===== src/rtl/updown_cntr_monitor.sv =====
// -----------------------------------------------------------------------------
// updown_cntr_monitor
//
// Purpose:
//   On-chip observer for an up/down counter output stream. Each valid sample
//   is compared with the previous one and classified as HOLD, UP, DOWN or
//   JUMP (all arithmetic modulo 2^WIDTH). The block also:
//     - tracks the direction of travel,
//     - counts wrap-arounds,
//     - pulses on direction reversals,
//     - counts and flags jumps that were not announced as loads.
//
// Optional feature (macro UDMON_HIST_EN):
//   When defined, adds output hist[7:0] holding the last four event codes,
//   with the newest code in bits [1:0].
//
// Ports:
//   clk        in   1      clock; all state updates on the rising edge
//   rst_       in   1      synchronous reset, active-high
//   sample_vld in   1      cnt_in carries a valid sample this cycle
//   cnt_in     in   WIDTH  observed counter value
//   ld_hint    in   1      a load accompanies this sample, so a jump is legal
//   clr_err    in   1      clears err_cnt and err_flag
//   evt_vld    out  1      one-cycle pulse: evt_code is valid
//   evt_code   out  2      event class: 00 HOLD, 01 UP, 10 DOWN, 11 JUMP
//   dir        out  2      direction state: 00 NOREF, 01 HOLD, 10 UP, 11 DN
//   rev_pulse  out  1      one-cycle pulse on a direction reversal
//   wrap_cnt   out  WRAPW  wrap-arounds seen (free-running)
//   err_cnt    out  ERRW   unannounced jumps (saturating)
//   err_flag   out  1      sticky error indicator
//   hist       out  8      last four event codes (UDMON_HIST_EN only)
// -----------------------------------------------------------------------------
module updown_cntr_monitor #(
  parameter int WIDTH = 3,
  parameter int WRAPW = 4,
  parameter int ERRW  = 4
) (
  input  logic             clk,
  input  logic             rst_,
  input  logic             sample_vld,
  input  logic [WIDTH-1:0] cnt_in,
  input  logic             ld_hint,
  input  logic             clr_err,
  output logic             evt_vld,
  output logic [1:0]       evt_code,
  output logic [1:0]       dir,
  output logic             rev_pulse,
  output logic [WRAPW-1:0] wrap_cnt,
  output logic [ERRW-1:0]  err_cnt,
  output logic             err_flag
`ifdef UDMON_HIST_EN
  ,
  output logic [7:0]       hist
`endif
);

  localparam logic [1:0] EVT_HOLD = 2'b00;
  localparam logic [1:0] EVT_UP   = 2'b01;
  localparam logic [1:0] EVT_DOWN = 2'b10;
  localparam logic [1:0] EVT_JUMP = 2'b11;

  localparam logic [1:0] ST_NOREF = 2'b00;
  localparam logic [1:0] ST_HOLD  = 2'b01;
  localparam logic [1:0] ST_UP    = 2'b10;
  localparam logic [1:0] ST_DN    = 2'b11;

  localparam logic [WIDTH-1:0] CNT_MAX = '1;
  localparam logic [ERRW-1:0]  ERR_MAX = '1;

  // Error counter increments and sticks at its maximum.
  function automatic logic [ERRW-1:0] err_sat_inc(input logic [ERRW-1:0] v);
    return (v == ERR_MAX) ? v : v + ERRW'(1);
  endfunction

  logic [WIDTH-1:0] prev_p1;
  logic [1:0]       cls_p0;
  logic             ref_ok_p0;
  logic             err_p0;
  logic             wrap_p0;
  logic             rev_p0;

  // Stage p0: classify the incoming sample against the stored previous value.
  always_comb begin
    cls_p0 = EVT_JUMP;
    if (cnt_in == prev_p1)
      cls_p0 = EVT_HOLD;
    else if (cnt_in == prev_p1 + WIDTH'(1))
      cls_p0 = EVT_UP;
    else if (cnt_in == prev_p1 - WIDTH'(1))
      cls_p0 = EVT_DOWN;

    ref_ok_p0 = sample_vld && (dir != ST_NOREF);
    err_p0    = ref_ok_p0 && (cls_p0 == EVT_JUMP) && !ld_hint;
    // A wrap is a single step across the max/zero boundary; jumps never wrap.
    wrap_p0   = ref_ok_p0 &&
                (((cls_p0 == EVT_UP)   && (prev_p1 == CNT_MAX)) ||
                 ((cls_p0 == EVT_DOWN) && (prev_p1 == '0)));
    // dir remembers the last real move across HOLD events, so a pause between
    // opposite moves still reports the reversal.
    rev_p0    = ref_ok_p0 &&
                (((cls_p0 == EVT_UP)   && (dir == ST_DN)) ||
                 ((cls_p0 == EVT_DOWN) && (dir == ST_UP)));
  end

  // Stage p1: registered outputs and tracking state.
  always_ff @(posedge clk) begin
    if (rst_) begin
      prev_p1   <= '0;
      evt_vld   <= 1'b0;
      evt_code  <= EVT_HOLD;
      dir       <= ST_NOREF;
      rev_pulse <= 1'b0;
      wrap_cnt  <= '0;
      err_cnt   <= '0;
      err_flag  <= 1'b0;
`ifdef UDMON_HIST_EN
      hist      <= 8'h00;
`endif
    end else begin
      evt_vld   <= 1'b0;
      rev_pulse <= 1'b0;

      if (sample_vld) begin
        prev_p1 <= cnt_in;
        if (dir == ST_NOREF) begin
          // First sample only establishes the reference.
          dir <= ST_HOLD;
        end else begin
          evt_vld   <= 1'b1;
          evt_code  <= cls_p0;
          rev_pulse <= rev_p0;
          case (cls_p0)
            EVT_UP:   dir <= ST_UP;
            EVT_DOWN: dir <= ST_DN;
            EVT_JUMP: dir <= ST_HOLD;
            default:  dir <= dir;
          endcase
          if (wrap_p0)
            wrap_cnt <= wrap_cnt + WRAPW'(1);
`ifdef UDMON_HIST_EN
          hist <= {hist[5:0], cls_p0};
`endif
        end
      end

      // A same-cycle error overrides the clear and restarts the count at one.
      if (err_p0) begin
        err_cnt  <= clr_err ? ERRW'(1) : err_sat_inc(err_cnt);
        err_flag <= 1'b1;
      end else if (clr_err) begin
        err_cnt  <= '0;
        err_flag <= 1'b0;
      end
    end
  end

endmodule

===== config.mk =====
export PLATFORM = sky130hd
export DESIGN_NAME = updown_cntr_monitor
export DESIGN_NICKNAME = d
export VERILOG_FILES = /design/src/rtl/updown_cntr_monitor.sv
export SDC_FILE = /design/constraint.sdc
export NUM_CORES = 1
export LEC_CHECK = 0
export BUFFER_PORTS_ARGS = -buffer_cell sky130_fd_sc_hd__buf_2
export CAP_MARGIN = 30
export CORE_MARGIN = 2
export CORE_UTILIZATION = 51
export CTS_CLUSTER_SIZE = 28
export DETAILED_ROUTE_END_ITERATION = 10
export GPL_TIMING_DRIVEN = 0
export PLACE_DENSITY = 0.86
export SLEW_MARGIN = 20
export SYNTH_ARGS = -nofsm -noshare
export SYNTH_HDL_FRONTEND = slang
export SYNTH_SLANG_ARGS = --single-unit
export TNS_END_PERCENT = 5

===== constraint.sdc =====
create_clock -name clk -period 2.9 [get_ports clk]
set_input_delay 0.29 -clock clk [delete_from_list [all_inputs] [get_ports clk]]
set_output_delay 0.29 -clock clk [all_outputs]
set_load 0.01 [all_outputs]

Yosys cells after proc, flatten, opt, wreduce, memory -nomap -nowiden

Cells that the tools add are included.
W data, S select, Z words.

Bits in writable memories: 0
Latch bits: 0
Bits in registers: 18
Memories kept: 0
Word-level logic and storage cells: 60
Input bits: 8
ROM bits: 0
Output and inout bits: 15

Magnitude comparators: 0
Reduce and logical (&&, ||, !) cells: 23
Shift operators: 0
Muxes and demuxes: 12
Bitwise logic cells: 2
$mul: 0
Equality and inequality tests: 11
Divide/modulo/power cells: 0
Add/sub/neg operators: 4

Operators with widths:

| kind                  | number |
|---|---|
| $mux W4               | 4 |
| $eq A3 B3 Y1          | 3 |
| $logic_and A1 B1 Y1   | 9 |
| $add A4 B1 Y4 const B | 2 |
| $eq A2 B2 Y1 const B  | 4 |
| $mux W2               | 3 |
| $pmux W2 S3           | 1 |
| $reduce_and A2 Y1     | 3 |
| $eq A4 B4 Y1 const B  | 1 |
| $mux W1               | 4 |
| $reduce_bool A2 Y1    | 2 |
| $reduce_bool A4 Y1    | 1 |
| $add A3 B1 Y3 const B | 1 |
| $eq A3 B3 Y1 const B  | 1 |
| $logic_not A3 Y1      | 1 |
| $reduce_and A3 Y1     | 1 |
| $reduce_or A3 Y1      | 1 |
| $sub A3 B1 Y3 const B | 1 |
| $eq A2 B1 Y1 const B  | 1 |
| $logic_not A2 Y1      | 1 |
| $logic_or A1 B1 Y1    | 2 |
| $ne A2 B2 Y1 const B  | 1 |
| $not A1 Y1            | 2 |
| $reduce_or A2 Y1      | 1 |
| $logic_not A1 Y1      | 1 |

Depth between registers and ports, before layout

Depth after elaboration: 10
Depth in mapped cells: 8
Depth with buffers taken out: 7

Worst setup path after synthesis

Ideal clock, no wire load.

Path kind: flip-flop to flip-flop
Start: register prev_p1[0]
End: register err_cnt[3]
Setup time: 0.103 ns
Stages on the path, launching flop included: 8
Arrival: 1.901 ns
Slack: 0.896 ns
Period minus slack after synthesis: 2.004 ns
Data required time: 2.797 ns
Buffers on the path: 0
Cells stage by stage: dfxtp_1 ha_1 ha_1 xor2_1 nor3_2 and3b_1 and4b_4 a2111oi_2

Cells in the longest elaborated chain, start to end: 10
Elaborated cells on any way between the ends: 14
Classes of those cells: add/sub (2); eq/ne (4); mux (4); reduce/logical (4)

Ends and longest elaborated chain:

| element                             | RTL line | text |
|---|---|---|
| start, declared                     | 75       | `logic [WIDTH-1:0] prev_p1;` |
| start signal, assigned              | 124      | `prev_p1 <= cnt_in;` |
| $sub A3 B1 Y3                       | 89       | `else if (cnt_in == prev_p1 - WIDTH'(1))` |
| $eq A3 B3 Y1                        | 89       |  |
| $mux W1                             | 89       |  |
| $mux W2                             | 87       | `else if (cnt_in == prev_p1 + WIDTH'(1))` |
| $mux W2 *                           | 85       | `if (cnt_in == prev_p1)` |
| $eq A2 B2 Y1 *                      | 93       | `err_p0 = ref_ok_p0 && (cls_p0 == EVT_JUMP) && !ld_hint;` |
| $logic_and A1 B1 Y1 * (2 in series) | 93       |  |
| $reduce_bool A2 Y1 (no line)        | n/a      |  |
| $reduce_and A2 Y1 (no line)         | n/a      |  |
| end signal, assigned                | 148      | `err_cnt <= clr_err ? ERRW'(1) : err_sat_inc(err_cnt);` |
| end, declared                       | 49       | `output logic [ERRW-1:0] err_cnt,` |

Every way passes the cells marked *; elsewhere a longest branch is shown, timed or not.
A chain may end at the register's enable or synchronous reset.

Final worst setup path

Same ends and word-level chain as after synthesis.

==> flow_metrics.tcl <==
set metrics [dict create \
    async_flop_share_pct 0 \
    route.detailed.drc 0 \
    tritoncts "yes" \
    holdCritStartpoint "clr_err" \
    ctsResizeCount 0 \
    die_h_microns 47.2 \
    fin_setup_tns_ns 0 \
    cts.clk_slew.worst_paths_ns 0.10 \
    syn_to_final_growth_pct 17.6 \
    yosysWarnings 0 \
    crit_buf_inv 0 \
    grt_antenna_before_repair 0 \
    busiest_layer "met2" \
    max_stage_delay_ns 0.36 \
    p_leak_nw 0.512 \
    cts_max_level 1 \
    cp.arrival_ns 2.41 \
    endpoint_kind "register" \
    routed_wl_microns 1960 \
    grt-ovfl-total 0 \
    gp_congestion 0.804 \
    finalClockSkew_ns 0.000989 \
    layout_setup_ws_ns 0.690 \
    hold-path-endpoint "err_cnt[3]" \
    slew_headroom_pct 69.5 \
    mostFrequentLayoutCells "21 x buf_2, 18 x dfxtp_1, 14 x nor2_1" \
    clkLatencyLatePin_ns 0.29 \
    p_total_uw 510 \
    synth-compound-area-share_pct 12.2 \
    first_pass_iters 4 \
    crit_chain "ha_1 > ha_1 > xor2_1 > nor3_2 > and3b_1 > and4b_4 > a2111oi_2" \
    netlist_instances 102 \
    cellPowerDensity_nw_per_um2 455 \
    fp.dieArea_sq_um 2230 \
    use_met1_pct 24.5 \
    clockRootBuffer "clkbuf_4" \
    cp.required_ns 3.10 \
    fp.dieW_microns 47.2 \
    period_share_pct 76.2 \
    cts.sinks 18 \
    detailroute.via_count 832 \
    syn-num-nets 116 \
    final_hold_viol_count 0 \
    ys_types 36 \
    via_per_inst 5.51 \
    synth_flop_cell "dfxtp_1" \
    antenna_cells 0 \
    mostFrequentLayoutCell "buf_2" \
    reg2reg_from "prev_p1[0]" \
    ys_seq_elements 18 \
    gr-usage-all-layers_pct 20.5 \
    cpMostUsedCell "ha_1" \
    muxShareOfSynthArea_pct 7.48 \
    drive_gt1_share_pct 23.8 \
    synth-simple-area-share_pct 23.1 \
    crit-reg2reg-capture "err_cnt[3]" \
    max_cap_violations 0 \
    ys_seq_area_share_pct 37.8 \
    clockBufferDepth 2 \
    postCtsSetupBuffers 0 \
    rows 15 \
    whs_path_depth 2 \
    hpwl_microns 1480 \
    reg2regPathDepth 7 \
    grt_util_met3_pct 6.92 \
    synth_top_family_by_area "simple AND/OR/NAND/NOR gates" \
    rsz0062_at_grt "no" \
    synthAdderAreaFrac_pct 7.87 \
    critPathKind "reg2reg" \
    synth-edff-count 0 \
    port_buffers 20 \
    grt_max_degree 11 \
    finalSetupViolations 0 \
    status "finished, final reports clean" \
    synth_xor_area_share_pct 8.27 \
    grt_pass1_wl_microns 3130 \
    core-area_sq_um 1750 \
    drv_slew 0 \
    cp_top_family "simple AND/OR/NAND/NOR gates" \
    min_path_type "in2reg" \
    first_global_vias 712 \
    cts_buffers 3 \
    ant_nets 0 \
    worst_pin_slew_ns 0.455 \
    achievable-frequency_mhz 453 \
    pre_cts_ws_ns 0.702 \
    grt.met2_usage_pct 34.3 \
    avgSynthCellArea_sq_um 9.35 \
    cts_hold_buf 0 \
    fin_nets 141 \
    ios 23 \
    regToRegSetupSlack_ns 0.69 \
    first_iter_violations 7 \
    synth_area_sq_um 953 \
    start_util_pct 54.6 \
    post-route-min-period_ns 2.21 \
    crit_fanout 4 \
    critPathLaunchType "register" \
    max-vdd-ir-drop_mv 0.473 \
    wl_per_cell_microns 13.0 \
    cpMaxStageDelayCell "dfxtp_1" \
]
[cell usage after synthesis (2+ instances only)]
master / count / area, sq um
a21oi_1: 4 / 20.0
a31oi_1: 2 / 12.5
and3_1: 3 / 18.8
clkbuf_1: 2 / 7.51
dfxtp_1: 18 / 360
ha_1: 6 / 75.1
inv_1: 2 / 7.51
mux2i_1: 6 / 60.1
nand2_1: 8 / 30.0
nand3b_1: 2 / 15.0
nor2_1: 14 / 52.6
nor2b_1: 2 / 12.5
o21ai_1: 3 / 15.0
xnor2_1: 5 / 43.8
xor2_1: 4 / 35.0
[flip-flops by register name, indices dropped and copies added (netlist names)]
| signal | cells |
|---|---|
| dir | 2 |
| err_cnt | 4 |
| err_flag | 1 |
| evt_code | 2 |
| evt_vld | 1 |
| prev_p1 | 3 |
| rev_pulse | 1 |
| wrap_cnt | 4 |
[where the power goes]
group / total [mW] / internal (mW) / switching (mW)
Combinational: 0.0902 / 0.0376 / 0.0525
Sequential: 0.266 / 0.257 / 0.00904
Clock: 0.154 / 0.0766 / 0.0774
Total: 0.510 / 0.371 / 0.139
[final cells by class]
cell class              count  area, sq um
clock buffers               4         36.3
multi-input cells          78          562
well taps                  25         31.3
plain buffers               4         23.8
flip-flops and latches     18          360
inverters                   2         7.51
fillers                   171          624
repair buffers             20          100
[cells by family after synthesis]
family                     count (synthesis)
and+or+nand+nor                           40
DFF                                       18
muxes                                      7
xor gates and xnor gates                   9
adders and majority gates                  6
AOI/OAI and AO/OA                         16
buffers and inverters                      6
[metrics by stage]
step / utilization [%] / hold WS, ns / area [sq um] / cells
final: 64.2 / 0.229 / 1120 / 151
after global routing: 64.2 / 0.221 / 1120 / 151
after CTS: 64.2 / 0.222 / 1120 / 151
after detailed placement: 62.2 / 0.458 / 1080 / 147
after global placement: 62.2 / 0.444 / 1080 / 147
after floorplan: - / 0.359 / 953 / 102
[routing by layer]
metal | wire, microns | up-vias
met2 | 906 | 23
met3 | 104 | 10
li1 | - | 411
met1 | 899 | 388
met5 | 0 | -
met4 | 52 | 0
[worst max-delay path by stage]
stage | start | endpoint | slack [ns] | cells after the start
after floorplan | prev_p1[0] | err_cnt[3] | 0.90 | 7
after global placement | prev_p1[0] | err_cnt[3] | 0.78 | 7
after detailed placement | prev_p1[0] | err_cnt[3] | 0.70 | 7
after CTS | prev_p1[0] | err_cnt[3] | 0.68 | 7
after global routing | prev_p1[0] | wrap_cnt[3] | 0.53 | 7
final | prev_p1[0] | err_cnt[3] | 0.69 | 7
No activity file was read; power rests on OpenSTA's default activity.
